<file path="config.mk">
export PLATFORM = sky130hd
export DESIGN_NAME = mem_port_arbiter_flat
export DESIGN_NICKNAME = d
export VERILOG_FILES = /design/src/rtl/mem_arb_pkg.sv /design/src/rtl/mem_port_arbiter_if.sv /design/src/rtl/mem_arb_perf.sv /design/src/rtl/mem_port_arbiter.sv /design/src/flat_wrapper.sv
export SDC_FILE = /design/constraint.sdc
export NUM_CORES = 1
export LEC_CHECK = 0
export CORE_UTILIZATION = 44
export CTS_BUF_LIST = sky130_fd_sc_hd__clkbuf_4 sky130_fd_sc_hd__clkbuf_8 sky130_fd_sc_hd__clkbuf_16
export CTS_CLUSTER_SIZE = 12
export DETAILED_ROUTE_END_ITERATION = 10
export PLACE_DENSITY = 0.86
export SLEW_MARGIN = 20
export SYNTH_ARGS = -nofsm -noshare
export SYNTH_HDL_FRONTEND = slang
export SYNTH_SLANG_ARGS = --single-unit
</file>
<file path="constraint.sdc">
create_clock -name clk -period 4.5 [get_ports clk]
set_input_delay 1.125 -clock clk [delete_from_list [all_inputs] [get_ports clk]]
set_output_delay 1.125 -clock clk [all_outputs]
set_load 0.02 [all_outputs]
</file>
<file path="src/rtl/mem_arb_pkg.sv">
// Shared types and defaults for the unified memory-port arbiter.
// Optional counters are enabled with MEM_ARB_PERF_EN (see mem_arb_perf).
package mem_arb_pkg;
  localparam int DEF_ADDR_W = 32;
  localparam int DEF_DATA_W = 32;
  localparam logic [DEF_DATA_W/8-1:0] BE_ALL = '1;

  typedef enum logic [1:0] {IDLE, D_BUSY, I_BUSY, DONE} arb_state_e;

  function automatic logic [31:0] sat_inc(input logic [31:0] v, input logic en);
    return (en && v != 32'hFFFF_FFFF) ? v + 32'd1 : v;
  endfunction
endpackage

</file>
<file path="src/rtl/mem_port_arbiter_if.sv">
// Pipeline-side and memory-side handshake bundle of the arbiter.
// slave = arbiter view, master = pipeline plus memory view.
interface mem_port_arbiter_if
  import mem_arb_pkg::*;
#(
    parameter int ADDR_W = DEF_ADDR_W,
    parameter int DATA_W = DEF_DATA_W
);
    localparam int BE_W = DATA_W / 8;

    logic              if_req;
    logic [ADDR_W-1:0] if_addr;
    logic              if_kill;
    logic [DATA_W-1:0] if_rdata;
    logic              if_valid;

    logic              d_req;
    logic              d_we;
    logic [ADDR_W-1:0] d_addr;
    logic [DATA_W-1:0] d_wdata;
    logic [BE_W-1:0]   d_be;
    logic [DATA_W-1:0] d_rdata;
    logic              d_valid;

    logic              m_req;
    logic              m_we;
    logic [ADDR_W-1:0] m_addr;
    logic [DATA_W-1:0] m_wdata;
    logic [BE_W-1:0]   m_be;
    logic              m_ack;
    logic [DATA_W-1:0] m_rdata;

    logic              stall_if;
    logic              stall_mem;

    modport slave (
        input  if_req, if_addr, if_kill, d_req, d_we, d_addr, d_wdata, d_be, m_ack, m_rdata,
        output if_rdata, if_valid, d_rdata, d_valid, m_req, m_we, m_addr, m_wdata, m_be,
               stall_if, stall_mem
    );

    modport master (
        output if_req, if_addr, if_kill, d_req, d_we, d_addr, d_wdata, d_be, m_ack, m_rdata,
        input  if_rdata, if_valid, d_rdata, d_valid, m_req, m_we, m_addr, m_wdata, m_be,
               stall_if, stall_mem
    );
endinterface

</file>
<file path="src/rtl/mem_arb_perf.sv">
// Saturating stall/kill event counters, built only under MEM_ARB_PERF_EN.
module mem_arb_perf
  import mem_arb_pkg::*;
(
    input  logic        clk,
    input  logic        rst_n,
    input  logic        inc_if,
    input  logic        inc_d,
    input  logic        inc_kill,
    output logic [31:0] perf_if_stall_cnt,
    output logic [31:0] perf_d_stall_cnt,
    output logic [31:0] perf_kill_cnt
);
    always_ff @(posedge clk or negedge rst_n) begin
        if (!rst_n) begin
            perf_if_stall_cnt <= '0;
            perf_d_stall_cnt  <= '0;
            perf_kill_cnt     <= '0;
        end else begin
            perf_if_stall_cnt <= sat_inc(perf_if_stall_cnt, inc_if);
            perf_d_stall_cnt  <= sat_inc(perf_d_stall_cnt, inc_d);
            perf_kill_cnt     <= sat_inc(perf_kill_cnt, inc_kill);
        end
    end
endmodule

</file>
<file path="src/rtl/mem_port_arbiter.sv">
// Arbitrates the single memory port between fetch and load/store, data first.
// Define MEM_ARB_PERF_EN to add saturating stall/kill counters.
module mem_port_arbiter
  import mem_arb_pkg::*;
#(
    parameter int ADDR_W = DEF_ADDR_W,
    parameter int DATA_W = DEF_DATA_W
) (
    input  logic        clk,
    input  logic        rst_n,
`ifdef MEM_ARB_PERF_EN
    output logic [31:0] perf_if_stall_cnt,
    output logic [31:0] perf_d_stall_cnt,
    output logic [31:0] perf_kill_cnt,
`endif
    mem_port_arbiter_if.slave bus
);
    localparam int BE_W = DATA_W / 8;

    arb_state_e        state, state_nxt;
    logic              is_d;
    logic              kill_pending;
    logic              m_we_q;
    logic [ADDR_W-1:0] m_addr_q;
    logic [DATA_W-1:0] m_wdata_q;
    logic [BE_W-1:0]   m_be_q;
    logic [DATA_W-1:0] if_rdata_q, d_rdata_q;
    logic              busy, grant_d, grant_i;
    logic              if_valid_w, d_valid_w, if_drop, stall_mem_w, stall_if_w;

    assign busy    = (state == D_BUSY) || (state == I_BUSY);
    assign grant_d = (state == IDLE) && bus.d_req;
    assign grant_i = (state == IDLE) && !bus.d_req && bus.if_req && !bus.if_kill;

    always_comb begin
        state_nxt = state;
        case (state)
            IDLE:           if (grant_d) state_nxt = D_BUSY;
                            else if (grant_i) state_nxt = I_BUSY;
            D_BUSY, I_BUSY: if (bus.m_ack) state_nxt = DONE;
            DONE:           state_nxt = IDLE;
            default:        state_nxt = IDLE;
        endcase
    end

    always_ff @(posedge clk or negedge rst_n) begin
        if (!rst_n) begin
            state        <= IDLE;
            is_d         <= 1'b0;
            kill_pending <= 1'b0;
            m_we_q       <= 1'b0;
            m_addr_q     <= '0;
            m_wdata_q    <= '0;
            m_be_q       <= '0;
            if_rdata_q   <= '0;
            d_rdata_q    <= '0;
        end else begin
            state <= state_nxt;
            if (grant_d) begin
                is_d      <= 1'b1;
                m_we_q    <= bus.d_we;
                m_addr_q  <= bus.d_addr;
                m_wdata_q <= bus.d_wdata;
                m_be_q    <= bus.d_be;
            end else if (grant_i) begin
                is_d     <= 1'b0;
                m_we_q   <= 1'b0;
                m_addr_q <= bus.if_addr;
                m_be_q   <= '1;
            end
            if (busy && bus.m_ack) begin
                if (is_d) d_rdata_q  <= bus.m_rdata;
                else      if_rdata_q <= bus.m_rdata;
            end
            // DONE always leads to IDLE, so leaving DONE is the clear point
            if (state == DONE)
                kill_pending <= 1'b0;
            else if (state == I_BUSY && bus.if_kill)
                kill_pending <= 1'b1;
        end
    end

    // A kill arriving in the DONE cycle itself must also swallow the pulse
    assign if_drop     = (state == DONE) && !is_d && (kill_pending || bus.if_kill);
    assign if_valid_w  = (state == DONE) && !is_d && !kill_pending && !bus.if_kill;
    assign d_valid_w   = (state == DONE) && is_d;
    assign stall_mem_w = bus.d_req && !d_valid_w;
    assign stall_if_w  = stall_mem_w || (bus.if_req && !if_valid_w && !bus.if_kill);

    assign bus.m_req     = busy;
    assign bus.m_we      = m_we_q;
    assign bus.m_addr    = m_addr_q;
    assign bus.m_wdata   = m_wdata_q;
    assign bus.m_be      = m_be_q;
    assign bus.if_rdata  = if_rdata_q;
    assign bus.d_rdata   = d_rdata_q;
    assign bus.if_valid  = if_valid_w;
    assign bus.d_valid   = d_valid_w;
    assign bus.stall_mem = stall_mem_w;
    assign bus.stall_if  = stall_if_w;

`ifdef MEM_ARB_PERF_EN
    mem_arb_perf u_perf (
        .clk               (clk),
        .rst_n             (rst_n),
        .inc_if            (stall_if_w),
        .inc_d             (stall_mem_w),
        .inc_kill          (if_drop),
        .perf_if_stall_cnt (perf_if_stall_cnt),
        .perf_d_stall_cnt  (perf_d_stall_cnt),
        .perf_kill_cnt     (perf_kill_cnt)
    );
`else
    logic unused_drop;
    assign unused_drop = if_drop;
`endif
endmodule

</file>
<file path="src/flat_wrapper.sv">
// flat-port wrapper written by rule: the top's interface ports become plain ports
module mem_port_arbiter_flat import mem_arb_pkg::*;
#(
    parameter int ADDR_W = DEF_ADDR_W,
    parameter int DATA_W = DEF_DATA_W
)
  (clk, rst_n, bus_if_req, bus_if_addr, bus_if_kill, bus_d_req, bus_d_we, bus_d_addr, bus_d_wdata, bus_d_be, bus_m_ack, bus_m_rdata, bus_if_rdata, bus_if_valid, bus_d_rdata, bus_d_valid, bus_m_req, bus_m_we, bus_m_addr, bus_m_wdata, bus_m_be, bus_stall_if, bus_stall_mem);
  mem_port_arbiter_if #(.ADDR_W(ADDR_W), .DATA_W(DATA_W)) bus_i ();
  input  logic clk;
  input  logic rst_n;
  input wire logic [$bits(bus_i.if_req)-1:0] bus_if_req;
  input wire logic [$bits(bus_i.if_addr)-1:0] bus_if_addr;
  input wire logic [$bits(bus_i.if_kill)-1:0] bus_if_kill;
  input wire logic [$bits(bus_i.d_req)-1:0] bus_d_req;
  input wire logic [$bits(bus_i.d_we)-1:0] bus_d_we;
  input wire logic [$bits(bus_i.d_addr)-1:0] bus_d_addr;
  input wire logic [$bits(bus_i.d_wdata)-1:0] bus_d_wdata;
  input wire logic [$bits(bus_i.d_be)-1:0] bus_d_be;
  input wire logic [$bits(bus_i.m_ack)-1:0] bus_m_ack;
  input wire logic [$bits(bus_i.m_rdata)-1:0] bus_m_rdata;
  output wire logic [$bits(bus_i.if_rdata)-1:0] bus_if_rdata;
  output wire logic [$bits(bus_i.if_valid)-1:0] bus_if_valid;
  output wire logic [$bits(bus_i.d_rdata)-1:0] bus_d_rdata;
  output wire logic [$bits(bus_i.d_valid)-1:0] bus_d_valid;
  output wire logic [$bits(bus_i.m_req)-1:0] bus_m_req;
  output wire logic [$bits(bus_i.m_we)-1:0] bus_m_we;
  output wire logic [$bits(bus_i.m_addr)-1:0] bus_m_addr;
  output wire logic [$bits(bus_i.m_wdata)-1:0] bus_m_wdata;
  output wire logic [$bits(bus_i.m_be)-1:0] bus_m_be;
  output wire logic [$bits(bus_i.stall_if)-1:0] bus_stall_if;
  output wire logic [$bits(bus_i.stall_mem)-1:0] bus_stall_mem;
  assign bus_i.if_req = bus_if_req;
  assign bus_i.if_addr = bus_if_addr;
  assign bus_i.if_kill = bus_if_kill;
  assign bus_i.d_req = bus_d_req;
  assign bus_i.d_we = bus_d_we;
  assign bus_i.d_addr = bus_d_addr;
  assign bus_i.d_wdata = bus_d_wdata;
  assign bus_i.d_be = bus_d_be;
  assign bus_i.m_ack = bus_m_ack;
  assign bus_i.m_rdata = bus_m_rdata;
  assign bus_if_rdata = bus_i.if_rdata;
  assign bus_if_valid = bus_i.if_valid;
  assign bus_d_rdata = bus_i.d_rdata;
  assign bus_d_valid = bus_i.d_valid;
  assign bus_m_req = bus_i.m_req;
  assign bus_m_we = bus_i.m_we;
  assign bus_m_addr = bus_i.m_addr;
  assign bus_m_wdata = bus_i.m_wdata;
  assign bus_m_be = bus_i.m_be;
  assign bus_stall_if = bus_i.stall_if;
  assign bus_stall_mem = bus_i.stall_mem;
  mem_port_arbiter #(.ADDR_W(ADDR_W), .DATA_W(DATA_W)) u_core (.clk(clk), .rst_n(rst_n), .bus(bus_i));
endmodule
</file>
==> metrics.md, run 1 <==
| Metric | Value |
|---|---|
| Run status | `completed` |
| Max_cap viols | `0` |
| Met3 Use GR | `0.08329` |
| Clock Latency Late Sink | `~0.40 ns` |
| Pre-antenna DRT Iters | `4` |
| Register area share after synthesis | `0.6092` |
| Final Hold Viols | `0` |
| Setup violations, final | `0` |
| Final slew viol count | `0` |
| DR iter-0 viols | `around 140` |
| LEAKAGE | `between 0.003 and 0.004 µW` |
| Placed instance area | `approximately 8500 µm²` |
| Initial core utilization | `0.4590` |
| Final Critical Period | `3.915 ns` |
| Maximum fanout along the worst path | `3` |
| Critical Path RT | `around 3.4 ns` |
| Congestion Overflow GR | `0` |
| GR Layer Usage met1 | `0.2379` |
| Arr. time, crit path | `around 2.8 ns` |
| Final instance area | `between 9000 and 10,000 µm²` |
| Worst setup SP type | `input pin` |
| Root Buffer | `clkbuf_16` |
| WL/cell | `between 15 and 20 µm` |
| Aggregate routed wire length | `14,890 µm` |
| Post-DP HPWL | `around 11,000 µm` |
| Num CTS Buffers | `17` |
| Die width | `about 120 µm` |
| Worst vdd ir | `around 0.00053 V` |
| DIE HEIGHT | `about 120 µm` |
| Port Buffers | `around 280` |
| N_diodes | `0` |
| Slew of the pin with the lowest slew margin | `0.8878 ns` |
| TritonCTS clock tree | `built` |
| Netlist cell types | `23` |
| Area of the mapped netlist | `roughly 5600 µm²` |
| Mean post-synth cell area | `approximately 16 µm²` |
| Syn Nets | `492` |
| RSZ-0062 raised after global routing | `no` |
| Most Crowded Layer GR | `met2` |
| Total track usage | `0.2316` |
| Antenna viol nets, final | `0` |
| Vias per cell | `between 4 and 5` |
| Cell count after synthesis | `349` |
| Hold-fix buffers, CTS | `0` |
| FP Rows | `40` |
| Min Hold Slack | `around 0.50 ns` |
| Nets | `between 700 and 800` |
| CTS resizes | `0` |
| Slew margin rel. | `0.4082` |
| Layout cell share with drive strength beyond 1 | `0.3096` |
| Period Utilization, post-route | `0.8700` |
| DR vias | `around 4.0k` |
| Final Skew | `approximately 0.0062 ns` |
| H-tree depth | `4` |
| Clk sinks | `around 140` |
| FF+latch count, synth | `around 140` |
| Number of I/O pins | `277` |
| Core footprint | `about 12,000 µm²` |
| First-pass GRT wire length | `22,900 µm` |
| Die Area | `13,250 µm²` |
| Fmax | `~260 MHz` |
| DRC Markers | `0` |
| Antenna violations before repair | `0` |
| Util after Layout | `0.7512` |
| Hold WC Path Type | `reg2reg` |
| Final Wtd Congestion | `0.7800` |
| Max clock buf depth | `2` |
| Clock-pin slew on the worst setup and hold paths | `about 0.060 ns` |
| Vias in the first global route | `around 4.4k` |
| Syn. warnings | `0` |
| Total Neg Setup Slack | `0 ns` |
| Met2 global-route usage | `0.4253` |
| Maximum number of pins on one net before global-route repair | `70` |
| Synthesis-to-finish area growth | `63.67%` |
| Crit path kind | `in2out` |
| Setup bufs post-CTS | `0` |
| PwrDens | `roughly 790 nW/µm²` |
| Type of destination of the critical path | `output pin` |
==> synthesized netlist by cell type <==
cell type / instances / area [µm²]
mux2_2: 154 / 1734
dfrtp_1: 137 / 3428
buf_2: 8 / 40.04
inv_1: 7 / 26.28
mux2_4: 6 / 90.09
buf_6: 5 / 56.30
ha_1: 4 / 50.05
o22a_1: 4 / 35.03
buf_4: 3 / 22.52
mux2i_1: 3 / 30.03
nand3_1: 3 / 15.01
nor2_1: 3 / 11.26
o21ai_0: 2 / 10.01
a21oi_1: 1 / 5.000
a21oi_4: 1 / 16.27
a32oi_1: 1 / 8.760
and2_1: 1 / 6.260
and2_4: 1 / 8.760
nand2_1: 1 / 3.750
nand2b_1: 1 / 6.260
nor4b_1: 1 / 8.760
o22ai_1: 1 / 6.260
o2bb2ai_1: 1 / 8.760
==> kinds of logic (layout without fill, tap and decap cells) <==
family | Yosys count | after routing | share of synthesized area
mux | 163 | 163 | 0.3295
flops | 137 | 137 | 0.6092
buf+inv | 23 | 320 | 0.02579
compound gates | 11 | 11 | 0.01601
simple gates | 11 | 11 | 0.01067
fa+ha+maj | 4 | 4 | 0.008893
==> report_power, final <==
| group | switching (µW) | leakage (µW) | total [µW] | internal, µW |
|---|---|---|---|---|
| Clock | 508 | 0.000326 | 1530 | 1030 |
| Combinational | 1630 | 0.00189 | 3550 | 1910 |
| Sequential | 338 | 0.00162 | 2210 | 1870 |
==> cell usage in the layout, fill, tap and decap left out, drive strengths merged <==
| cell type | synthesis | layout |
|---|---|---|
| a21oi | 2 | 2 |
| clkbuf | 0 | 20 |
| clkinvlp | 0 | 1 |
| nand2b | 1 | 1 |
| clkinv | 0 | 6 |
| o22a | 4 | 4 |
| and2 | 2 | 2 |
| bufinv | 0 | 5 |
| nor4b | 1 | 1 |
| o21ai | 2 | 2 |
| clkdlybuf4s50 | 0 | 275 |
| o2bb2ai | 1 | 1 |
| mux2 | 160 | 160 |
| dfrtp | 137 | 137 |
| nand2 | 1 | 1 |
| buf | 16 | 6 |
| nand3 | 3 | 3 |
| o22ai | 1 | 1 |
| a32oi | 1 | 1 |
| ha | 4 | 4 |
| nor2 | 3 | 3 |
| mux2i | 3 | 3 |
| inv | 7 | 7 |
==> cell type report <==
type                       count  area [µm²]
sequential                   137        3428
fill                         784        3050
timing repair buffer         281        2830
multi-input combinational    189        2054
clock buffer                  20       466.7
tap                          168       210.2
clock inverter                12       195.2
inverter                       7       26.28
==> path summary, 6_finish.rpt <==
| path | startpoint | end | slack (ns) | cells past startpoint |
|---|---|---|---|---|
| worst max-delay path | bus_if_kill | bus_if_valid | 0.58 | 3 |
| max in group asynchronous | rst_n | u_core.bus.if_rdata[18] | 2.77 | 2 |
| worst max register to register | u_core.state[0] | u_core.bus.m_addr[3] | 2.14 | 5 |
| worst min register to register | u_core.bus.d_rdata[11] | u_core.bus.d_rdata[11] | 0.50 | 1 |
| min in group asynchronous | rst_n | u_core.bus.d_rdata[1] | 0.82 | 1 |
| worst min-delay path | u_core.bus.d_rdata[11] | u_core.bus.d_rdata[11] | 0.50 | 1 |
==> state kept, by name, indices dropped and copies added, names as in the netlist <==
signal               count
u_core.bus.m_we          1
u_core.is_d              1
u_core.bus.d_rdata      32
u_core.bus.if_rdata     32
u_core.bus.m_be          4
u_core.kill_pending      1
u_core.bus.m_wdata      32
u_core.state             2
u_core.bus.m_addr       32
==> stage by stage <==
| step | worst slack (ns) | std cells | power [µW] |
|---|---|---|---|
| final | 0.5850 | 814 | 7292 |
| after detailed placement | 0.6327 | 781 | 5775 |
| after global placement | 0.6993 | 781 | 5644 |
| after global routing | 0.4847 | 814 | 7633 |
| after floorplan | 1.044 | 349 | 4062 |
| after CTS | 0.6244 | 813 | 7351 |
==> per-layer routing <==
metal | routed length [µm] | vias up | part of all wire
li1 | - | 1819 | -
met1 | 5307 | 1937 | 0.36
met2 | 7940 | 175 | 0.53
met3 | 1349 | 19 | 0.091
met4 | 290 | 0 | 0.019
met5 | 0 | - | 0
==> critical path, cell delays in order <==
cell and delay, ns:
clkdlybuf4s50_1 0.45, nor4b_1 0.51, clkdlybuf4s50_1 0.71
No activity file was read; power rests on OpenSTA's default activity.
==> inputs of run 2 (changes only) <==
ABC_AREA = 1   (was not set)
==> metrics.md, run 2 <==
| Metric | Value |
|---|---|
| Num CTS Buffers | `17 (unchanged)` |
| Final Critical Period | `3.661 ns (-0.2543 ns)` |
| RSZ-0062 raised after global routing | `no` |
| Clock-pin slew on the worst setup and hold paths | `0.05 ns (about the same)` |
| Inst Count DP | `1,108 (+42%)` |
| Hold-fix buffers, CTS | `0 (unchanged)` |
| Synthesis-to-finish area growth | `60.44%` |
| Vias in the first global route | `5,341 (+21%)` |
| CTS resizes | `0 (unchanged)` |
| FF-to-FF setup slack | `2.12 ns (-0.02 ns)` |
| TritonCTS clock tree | `built` |
| Max_cap viols | `0 (unchanged)` |
| Synth Flop Type | `dfrtp_1` |
| PwrDens | `742.6 nW/µm² (-6.2%)` |
| Number of synthesized flops with an enable pin | `0 (unchanged)` |
| Clock Latency Late Sink | `0.41 ns (about the same)` |
| Final Hold Viols | `0 (unchanged)` |
| Sequential share of power | `0.313 (+0.010)` |
| Final slew viol count | `0 (unchanged)` |
| Total track usage | `0.2563 (+0.02466)` |
| Logic gate share of total power | `0.481 (-0.006)` |
| Post-synth top cells | `nand2_1, dfrtp_1, o21ai_0` |
| Post-DP HPWL | `11,850 µm (+8.9%)` |
| Commonest non-fill, non-tap cell in the layout | `nand2_1` |
| FF+latch count, synth | `137 (unchanged)` |
| Cell count after synthesis | `688 (+97%)` |
| Setup violations, final | `0 (unchanged)` |
| Mean post-synth cell area | `8.349 µm² (-48%)` |
| Area share of the largest cell type after synthesis | `0.5968 (-0.01234)` |
| Min Hold Slack | `0.4737 ns (-0.02650 ns)` |
| Nets | `1,098 (+41%)` |
| Post-Layout Cell Count | `1,140 (+40%)` |
| Synth area leader | `dfrtp_1` |
| Vias per cell | `4.789 (-1.3%)` |
| Final Skew | `0.01110 ns (+0.004919 ns)` |
| First-pass GRT wire length | `26,240 µm (+15%)` |
| Aggregate routed wire length | `17,080 µm (+15%)` |
| Pre-antenna DRT Iters | `6 (+2)` |
| Slew margin rel. | `0.4170 (+0.008874)` |
| Maximum fanout along the worst path | `4 (+1)` |
| Initial core utilization | `0.4533 (-0.005637)` |
| Fmax | `273.2 MHz (+6.9%)` |
| Netlist cell types | `17 (-26%)` |
| Pint | `4176 µW (-13%)` |
| DIE HEIGHT | `116.3 µm (+1.0%)` |
| Area of the mapped netlist | `5744 µm² (+2.1%)` |
| LEAKAGE | `0.004580 µW (+20%)` |
| Setup bufs post-CTS | `0 (unchanged)` |
| Register area share after synthesis | `0.5968 (-0.01234)` |
| Most instantiated library cell after synthesis | `nand2_1` |
| Core footprint | `12,670 µm² (+3.3%)` |
| FP Rows | `41 (+2.5%)` |
| Port Buffers | `276 (unchanged)` |
| Arr. time, crit path | `2.54 ns (-0.25 ns)` |
| Period Utilization, post-route | `0.8135 (-0.05651)` |
| Total Neg Setup Slack | `0 ns (unchanged)` |
| Clock power share | `0.206 (-0.004)` |
| Die Area | `13,520 µm² (+2.0%)` |
| Slew of the pin with the lowest slew margin | `0.8745 ns (-0.01331 ns)` |
| Die width | `116.3 µm (+1.0%)` |
| Antenna viol nets, final | `0 (unchanged)` |
| Hold WC Path Type | `reg2reg` |
| Antenna violations before repair | `0 (unchanged)` |
| Top cells by area, synth | `dfrtp_1, nand2_1, o21ai_0, nand3_1, inv_1` |
| Number of I/O pins | `277 (unchanged)` |
| Type of destination of the critical path | `output pin` |
| Async SR Flop Fraction | `1.000 (unchanged)` |
| Clk sinks | `137 (unchanged)` |
| DRC Markers | `0 (unchanged)` |
| DR iter-0 viols | `303 (+110%)` |
| Congestion Overflow GR | `0 (unchanged)` |
| Sw frac | `0.3898 (+0.04952)` |
| Max clock buf depth | `2 (unchanged)` |
| DR vias | `5,459 (+38%)` |
| Root Buffer | `clkbuf_16` |
| Syn Nets | `831 (+69%)` |
| H-tree depth | `4 (unchanged)` |
| WL/cell | `14.98 µm (-18%)` |
| Sw Pwr | `2667 µW (+7.5%)` |
| N_diodes | `0 (unchanged)` |
| Most frequent cells in the layout | `nand2_1, clkdlybuf4s50_1, dfrtp_1, o21ai_0, inv_1` |
| Run status | `completed` |
| Maximum number of pins on one net before global-route repair | `98 (+40%)` |
| Final Wtd Congestion | `0.8086 (+3.7%)` |
| Syn. warnings | `0 (unchanged)` |
| Crit path kind | `in2out` |
| Worst setup SP type | `input pin` |
| Worst vdd ir | `0.0004964 V (-7.0%)` |
| Layout cell share with drive strength beyond 1 | `0.05269 (-0.2569)` |
| Critical Path RT | `3.38 ns (about the same)` |
## run 2: changes by cell type in the layout (fill, tap and decap cells not counted), moves of 6 or more
| cell | previous run | this run |
|---|---|---|
| inv_1 | 7 | 43 |
| mux2_2 | 154 | 0 |
| mux2_4 | 6 | 0 |
| nand2_1 | 1 | 349 |
| nand3_1 | 3 | 42 |
| o21ai_0 | 2 | 64 |
## run 2: per-layer routing
layer	track usage	up-vias	part of all wire
li1	-	2659	-
met1	0.2829	2530	0.38
met2	0.4367	230	0.50
met3	0.09704	40	0.097
met4	0.1205	0	0.028
met5	0	-	0
## run 2: per-stage QoR
step                      total power [µW]    util  setup WS [ns]  area [µm²]
after CTS                             6899  0.7274         0.8124        9216
after global placement                5347  0.6792         0.8494        8606
after detailed placement              5440  0.6792         0.8200        8606
after floorplan                       3819       -          1.957        5744
final                                 6844  0.7274         0.8393        9216
after global routing                  7268  0.7274         0.7902        9216
## run 2: final timing paths
kind / cells after the start / startpoint / to
max in group asynchronous: 2 / rst_n / u_core.bus.m_wdata[26]
max reg2reg: 7 / u_core.state[0] / u_core.bus.m_wdata[9]
min in group asynchronous: 1 / rst_n / u_core.bus.if_rdata[21]
max: 4 / bus_d_req / bus_stall_if
min: 2 / u_core.bus.m_wdata[13] / u_core.bus.m_wdata[13]
min reg2reg: 2 / u_core.bus.m_wdata[13] / u_core.bus.m_wdata[13]
## run 2: logic make-up (layout without fill, tap and decap cells)
family / after synthesis / after routing / synth area share
compound gates: 65 / 65 / 0.05663
fa+ha+maj: 4 / 4 / 0.008713
buf+inv: 81 / 361 / 0.06186
flops: 137 / 137 / 0.5968
simple gates: 401 / 401 / 0.2760
## run 2: area by class of cell
cell class / instances / area [µm²]
inverter: 44 / 165.2
timing repair buffer: 285 / 2831
multi-input combinational: 470 / 1966
fill: 927 / 3455
clock inverter: 6 / 86.33
sequential: 137 / 3428
clock buffer: 26 / 524.3
tap: 172 / 215.2
## run 2: worst max-delay path, stage by stage
cell and delay (ns):
clkdlybuf4s50_1 0.59, nand2_1 0.14, nand2_1 0.08, clkdlybuf4s50_1 0.59
## run 2: power groups by stage
stage                     Sequential (µW)  Clock (µW)  Combinational, µW
after global placement               2120           0               3230
after global routing                 2210        1480               3580
after detailed placement             2140           0               3300
after CTS                            2140        1430               3330
after floorplan                      2810           0               1010
final                                2140        1410               3290
